## src/rtl/pn_pkg.sv

```systemverilog
// Shared constants and the single-step LFSR function for the PN source family.
package pn_pkg;

  localparam logic [4:0]  TAPS_5       = 5'b01001;
  localparam logic [6:0]  TAPS_7       = 7'b0000011;
  localparam logic [31:0] DEFAULT_SEED = 32'h0000_000D;

  // Maximal-length tap masks; bit k set means state[k] joins the feedback XOR.
  function automatic logic [31:0] default_taps(input int width);
    case (width)
      3:       return 32'h0000_0005;
      4:       return 32'h0000_0009;
      5:       return 32'(TAPS_5);
      6:       return 32'h0000_0021;
      7:       return 32'(TAPS_7);
      8:       return 32'h0000_0071;
      9:       return 32'h0000_0021;
      10:      return 32'h0000_0081;
      11:      return 32'h0000_0201;
      12:      return 32'h0000_0053;
      13:      return 32'h0000_001B;
      14:      return 32'h0000_002B;
      15:      return 32'h0000_4001;
      16:      return 32'h0000_A011;
      17:      return 32'h0000_4001;
      18:      return 32'h0000_0801;
      19:      return 32'h0000_0047;
      20:      return 32'h0002_0001;
      21:      return 32'h0008_0001;
      22:      return 32'h0020_0001;
      23:      return 32'h0004_0001;
      24:      return 32'h00C2_0001;
      25:      return 32'h0040_0001;
      26:      return 32'h0000_0047;
      27:      return 32'h0000_0027;
      28:      return 32'h0200_0001;
      29:      return 32'h0800_0001;
      30:      return 32'h0000_0053;
      31:      return 32'h1000_0001;
      32:      return 32'h0040_0007;
      default: return 32'h0000_0000;
    endcase
  endfunction

  // One Fibonacci step on the low 'width' bits; the feedback enters at the top.
  function automatic logic [31:0] lfsr_step(input logic [31:0] state,
                                            input logic [31:0] taps,
                                            input int          width);
    logic [31:0] next;
    next = state >> 1;
    next[5'(width - 1)] = ^(state & taps);
    return next;
  endfunction

endpackage

```

## src/rtl/pn_lfsr_advance.sv

```systemverilog
// Combinational unroll of OUT_BITS LFSR steps; bits[i] is the bit emitted by step i.
module pn_lfsr_advance
  import pn_pkg::*;
#(
  parameter int               WIDTH    = 5,
  parameter logic [WIDTH-1:0] TAPS     = WIDTH'(default_taps(WIDTH)),
  parameter int               OUT_BITS = 1
) (
  input  logic [WIDTH-1:0]    state,
  output logic [WIDTH-1:0]    next_state,
  output logic [OUT_BITS-1:0] bits
);

  logic [WIDTH-1:0] chain [0:OUT_BITS];

  assign chain[0] = state;

  for (genvar gi = 0; gi < OUT_BITS; gi++) begin : g_step
    assign bits[gi]      = chain[gi][0];
    assign chain[gi + 1] = WIDTH'(lfsr_step(32'(chain[gi]), 32'(TAPS), WIDTH));
  end

  assign next_state = chain[OUT_BITS];

endmodule

```

## src/rtl/pn_gen_param.sv

```systemverilog
// Parametrised Fibonacci-LFSR PN source with a valid/ready beat stream and runtime seed load.
// Optional error injection on the output beats is enabled by defining PN_ERR_INJECT_EN.
module pn_gen_param
  import pn_pkg::*;
#(
  parameter int               WIDTH    = 5,
  parameter logic [WIDTH-1:0] TAPS     = WIDTH'(default_taps(WIDTH)),
  parameter logic [WIDTH-1:0] SEED     = WIDTH'(DEFAULT_SEED),
  parameter int               OUT_BITS = 1,
  parameter int               CNT_W    = 16
) (
  input  logic                clk,
  input  logic                rst,
  input  logic                en,
  input  logic                load,
  input  logic [WIDTH-1:0]    seed_in,
  output logic [OUT_BITS-1:0] out_data,
  output logic                out_valid,
  input  logic                out_ready,
  output logic                out_sof,
  output logic [CNT_W-1:0]    beat_cnt,
  output logic                seed_err
`ifdef PN_ERR_INJECT_EN
  ,
  input  logic                inj_en,
  input  logic [OUT_BITS-1:0] inj_mask,
  output logic                out_inj
`endif
);

  logic [WIDTH-1:0]    state;
  logic [WIDTH-1:0]    adv_state;
  logic [OUT_BITS-1:0] adv_bits;
  logic [OUT_BITS-1:0] flip;
  logic                sof_pend;
  logic                fill;
  logic                accept;

  pn_lfsr_advance #(
    .WIDTH    (WIDTH),
    .TAPS     (TAPS),
    .OUT_BITS (OUT_BITS)
  ) u_advance (
    .state      (state),
    .next_state (adv_state),
    .bits       (adv_bits)
  );

  assign fill   = en && (!out_valid || out_ready);
  assign accept = out_valid && out_ready;

`ifdef PN_ERR_INJECT_EN
  assign flip = inj_en ? inj_mask : '0;
`else
  assign flip = '0;
`endif

  always_ff @(posedge clk or posedge rst) begin
    if (rst) begin
      state     <= SEED;
      out_data  <= '0;
      out_valid <= 1'b0;
      out_sof   <= 1'b0;
      beat_cnt  <= '0;
      seed_err  <= 1'b0;
      sof_pend  <= 1'b1;
    end else if (load) begin
      // A zero seed would lock the register, so fall back to SEED and flag it.
      if (seed_in == '0) begin
        state    <= SEED;
        seed_err <= 1'b1;
      end else begin
        state <= seed_in;
      end
      out_valid <= 1'b0;
      beat_cnt  <= '0;
      sof_pend  <= 1'b1;
    end else begin
      if (accept) begin
        beat_cnt <= beat_cnt + CNT_W'(1);
      end
      if (fill) begin
        state     <= adv_state;
        out_data  <= adv_bits ^ flip;
        out_valid <= 1'b1;
        out_sof   <= sof_pend;
        sof_pend  <= 1'b0;
      end else if (accept) begin
        out_valid <= 1'b0;
      end
    end
  end

`ifdef PN_ERR_INJECT_EN
  always_ff @(posedge clk or posedge rst) begin
    if (rst) begin
      out_inj <= 1'b0;
    end else if (!load && fill) begin
      out_inj <= inj_en;
    end
  end
`endif

endmodule

```

## config.mk

```make
export PLATFORM = sky130hd
export DESIGN_NAME = pn_gen_param
export DESIGN_NICKNAME = d
export VERILOG_FILES = /design/src/rtl/pn_pkg.sv /design/src/rtl/pn_lfsr_advance.sv /design/src/rtl/pn_gen_param.sv
export SDC_FILE = /design/constraint.sdc
export NUM_CORES = 1
export LEC_CHECK = 0
export ABC_AREA = 1
export CORE_AREA = 2 2 55 95
export DETAILED_ROUTE_END_ITERATION = 12
export DIE_AREA = 0 0 57 97
export GPL_TIMING_DRIVEN = 0
export SETUP_SLACK_MARGIN = 0.02
export SLEW_MARGIN = 20
export SYNTH_ARGS = -nofsm -noshare
export SYNTH_HDL_FRONTEND = slang
export SYNTH_SLANG_ARGS = --single-unit
```

## constraint.sdc

```tcl
create_clock -name clk -period 2.18 [get_ports clk]
set_clock_uncertainty 0.1 [all_clocks]
set_input_delay 0.654 -clock clk [delete_from_list [all_inputs] [get_ports clk]]
set_output_delay 0.654 -clock clk [all_outputs]
set_load 0.01 [all_outputs]
```

==> implementation parameters <==
Parameter                              Value

Synthesis
  Yosys top cell by area    sky130_fd_sc_hd__dfrtp_1
  Cell variety after synth    25
  Total of warnings raised by yosys    0
  Complex-gate fraction of the synthesized area    0.0866
  Cell count after synthesis    172
  Nets in the synthesized netlist    183
  Multiplexer share of the synthesized area    0
  Largest family of logic cells by synthesized area    simple AND/OR/NAND/NOR gates
  Simple logic cell fraction of the synthesized area    0.335
  Leading cell types by total area after synthesis    sky130_fd_sc_hd__dfrtp_1 40%, sky130_fd_sc_hd__nand2_1 12%, sky130_fd_sc_hd__dfstp_2 7.7%
  Area share of the largest cell type after synthesis    0.401
  Summed instance area of the synthesized netlist    0.00137 mm²
  Syn_area_per_cell    7.98 µm²
  Synthesized-area fraction occupied by xor and xnor cells    0.0128
  Synthesized-area fraction occupied by adder cells    0.00912
  Flop and latch count out of synthesis    26
  Register area share after synthesis    0.478

Layout
  Count of fill cells added during filler insertion    544
  Signed area change from the synthesized netlist to the final layout    29.3%
  Fraction of layout instances using a drive strength above 1    0.132
  Antenna cells    0
  Final Non-Filler Cells    257
  Nets@finish    217

Floorplanning
  Die Span X    57 µm
  Effective utilization at floorplan    0.292
  # rows    33
  Die area    0.00553 mm²
  Core ar.    0.00471 mm²
  Height of the chip    97 µm
  I/O pin cnt    30

Power
  Power per standard cell area    517 mW/mm²
  Worst ir drop on vdd    0.000378 V
  Leakage power total    0.795 nW

Route
  DRT Pass-1 Iters    4
  Via total after detailed routing    1218
  Final wirelength    3.07 mm
  Average vias per placed instance    4.74
  Remaining number of nets flagged by the antenna check after routing    0
  Final routed DRC violation total    0
  Routed len/inst    11.9 µm
  DRC violation total after the first TritonRoute iteration    23

Clock network
  Num CTS Buffers    3
  Total number of H-tree levels    1
  Buffer levels on the longest clock path    2
  Clock latency of the later-clocked register in the worst-skew pair    270 ps
  Clock root buffer    sky130_fd_sc_hd__clkbuf_8
  Post-CTS Setup Bufs    0
  Number of sinks driven by the clock tree    26
  Clock tree from TritonCTS    built
  Clock slew at the register clock pins of the worst setup and hold paths    90 ps

Timing
  Worst Slack Setup Final    116 ps
  Final count of hold timing violations    0
  Max Transition Viols Final    0
  Setup tns final    0 ps
  Post-route fraction of the period consumed by the critical path    0.947
  Setup repair after global routing missed its margin    false
  Final setup violation count    0
  Transition time at the pin with the least slew margin    956 ps
  Timing-limited maximum frequency    485 MHz
  Relative slew slack    0.359
  Final worst path period need    2060 ps

Global routing
  Wire length of the first global-routing pass    5.47 mm
  Via count of the first global-routing pass    1232
  GRT overflow    0
  Largest net degree at the start of global routing    27
  Total global-route track usage    0.122
  Initial antenna violation count    0

Placed design
  Number of buffers added on ports    29
  DP Cell Count    253
  HPWL reported at the end of detailed placement    2.42 mm
  Weighted congestion at the end of routability-driven global placement    0.746
  Post-Place Worst Slack    77.6 ps

Job
  Max-cap check violation count    0

Setup path
  Required time of the critical path    1430 ps
  Buffer and inverter count on the worst path    1
  Kind of start point of the critical path    register
  Critical path peak fanout    6
  Largest incremental delay on the critical path    580 ps
  Slowest cell on the critical path    sky130_fd_sc_hd__clkdlybuf4s50_1
  Critical path's top delay family    buffers and inverters
  Arrival @ worst endpoint    1310 ps
  Cell Chain, Critical Path    clkdlybuf4s50_1
  Capturing element type of the critical path    output pin
  Start-to-end type of the worst setup path    reg -> out

Status
  Outcome    complete, no violations

Min path
  Path class of the lowest-slack min-delay path    reg -> reg
metrics by stage:
step | util | power [mW] | instance area (µm²) | hold slack (ps)
floorplan | - | 0.592 | 1370 | 342
global placement | 0.367 | 0.646 | 1730 | 354
detailed placement | 0.367 | 0.647 | 1730 | 362
CTS | 0.377 | 0.936 | 1770 | 385
global route | 0.377 | 0.970 | 1770 | 406
finish | 0.377 | 0.918 | 1770 | 378
path summary, 6_finish.rpt:
kind	from	endpoint	slack (ps)	depth (start not counted)
max in group asynchronous	rst	beat_cnt[7]	810	2
min	seed_err	seed_err	380	2
min reg2reg	seed_err	seed_err	380	2
max	beat_cnt[3]	beat_cnt[3]	120	1
max reg2reg	beat_cnt[0]	beat_cnt[12]	720	8
min in group asynchronous	rst	state[4]	680	2
layout by cell type, fill, tap and decap left out, types with 3 or more instances in the layout:
master / Yosys / routed
sky130_fd_sc_hd__clkbuf_8: 0 / 3
sky130_fd_sc_hd__nor2_4: 6 / 6
sky130_fd_sc_hd__inv_1: 21 / 20
sky130_fd_sc_hd__dfrtp_1: 22 / 21
sky130_fd_sc_hd__o21ai_0: 3 / 3
sky130_fd_sc_hd__inv_2: 4 / 4
sky130_fd_sc_hd__dfstp_2: 4 / 4
sky130_fd_sc_hd__nor2_1: 18 / 18
sky130_fd_sc_hd__a21oi_1: 10 / 10
sky130_fd_sc_hd__o21ai_1: 3 / 3
sky130_fd_sc_hd__nand2_1: 45 / 45
sky130_fd_sc_hd__nand2_2: 4 / 4
sky130_fd_sc_hd__nand4_1: 8 / 8
sky130_fd_sc_hd__nand3_1: 9 / 9
sky130_fd_sc_hd__clkdlybuf4s50_1: 0 / 29
cells in the mapped netlist:
cell and number:
sky130_fd_sc_hd__nand2_2 4, sky130_fd_sc_hd__nor3b_1 1, sky130_fd_sc_hd__nor2_1 18, sky130_fd_sc_hd__clkinv_1 1, sky130_fd_sc_hd__nand3_1 9, sky130_fd_sc_hd__o21bai_1 1, sky130_fd_sc_hd__a211oi_1 2, sky130_fd_sc_hd__buf_2 2
sky130_fd_sc_hd__dfrtp_1 22, sky130_fd_sc_hd__xnor2_1 1, sky130_fd_sc_hd__o21ai_0 3, sky130_fd_sc_hd__inv_2 4, sky130_fd_sc_hd__o21a_1 1, sky130_fd_sc_hd__inv_1 21, sky130_fd_sc_hd__ha_1 1, sky130_fd_sc_hd__nand4_1 8
sky130_fd_sc_hd__xor2_1 1, sky130_fd_sc_hd__or2_2 1, sky130_fd_sc_hd__o21ai_1 3, sky130_fd_sc_hd__nand2_1 45, sky130_fd_sc_hd__nand2_4 2, sky130_fd_sc_hd__nor2_4 6, sky130_fd_sc_hd__a21oi_1 10, sky130_fd_sc_hd__dfstp_2 4
sky130_fd_sc_hd__o221ai_1 1
state kept, by name, indices dropped and copies added, names as in the netlist:
register and cells:
out_sof 1, seed_err 1, state 5, out_data 1
beat_cnt 16, out_valid 1, sof_pend 1
logic make-up after synthesis:
group	count (synthesis)
compound gates	21
xor+xnor	2
fa+ha+maj	1
buf+inv	28
flops	26
simple gates	94
what timing repair did:
action,4_1_cts,5_1_grt
resized for setup,0,1
hold buffers,0,0
setup endpoints to repair,0,1
worst reg2reg max path, delay by kind of cell, from the launching register on:
| kind | cells | cell delay (ps) |
|---|---|---|
| flip-flops | 1 | 420 |
| AND/OR/NAND/NOR | 7 | 630 |
| adder cells (fa/ha/maj) | 1 | 210 |
layout make-up:
cell class | instances | area (µm²) | area share
tap | 52 | 65.1 | 0.0367
sequential | 26 | 657 | 0.370
multi-input combinational | 118 | 609 | 0.343
timing repair buffer | 29 | 290 | 0.164
inverter | 26 | 97.6 | 0.0550
buffer | 2 | 10.0 | 0.00564
clock buffer | 4 | 45.0 | 0.0254
routing by layer:
metal | vias up | share of wire | track usage
li1 | 612 | - | -
met1 | 575 | 0.38 | 0.134
met2 | 25 | 0.57 | 0.233
met3 | 6 | 0.030 | 0.0120
met4 | 0 | 0.015 | 0.0394
met5 | - | 0 | 0
power breakdown:
group | switching, mW | leakage [nW] | total, mW | internal [mW]
registers | 0.0157 | 0.334 | 0.526 | 0.510
logic | 0.0567 | 0.438 | 0.109 | 0.0526
clock network | 0.151 | 0.0228 | 0.282 | 0.131
(Power assumes the default switching activity.)
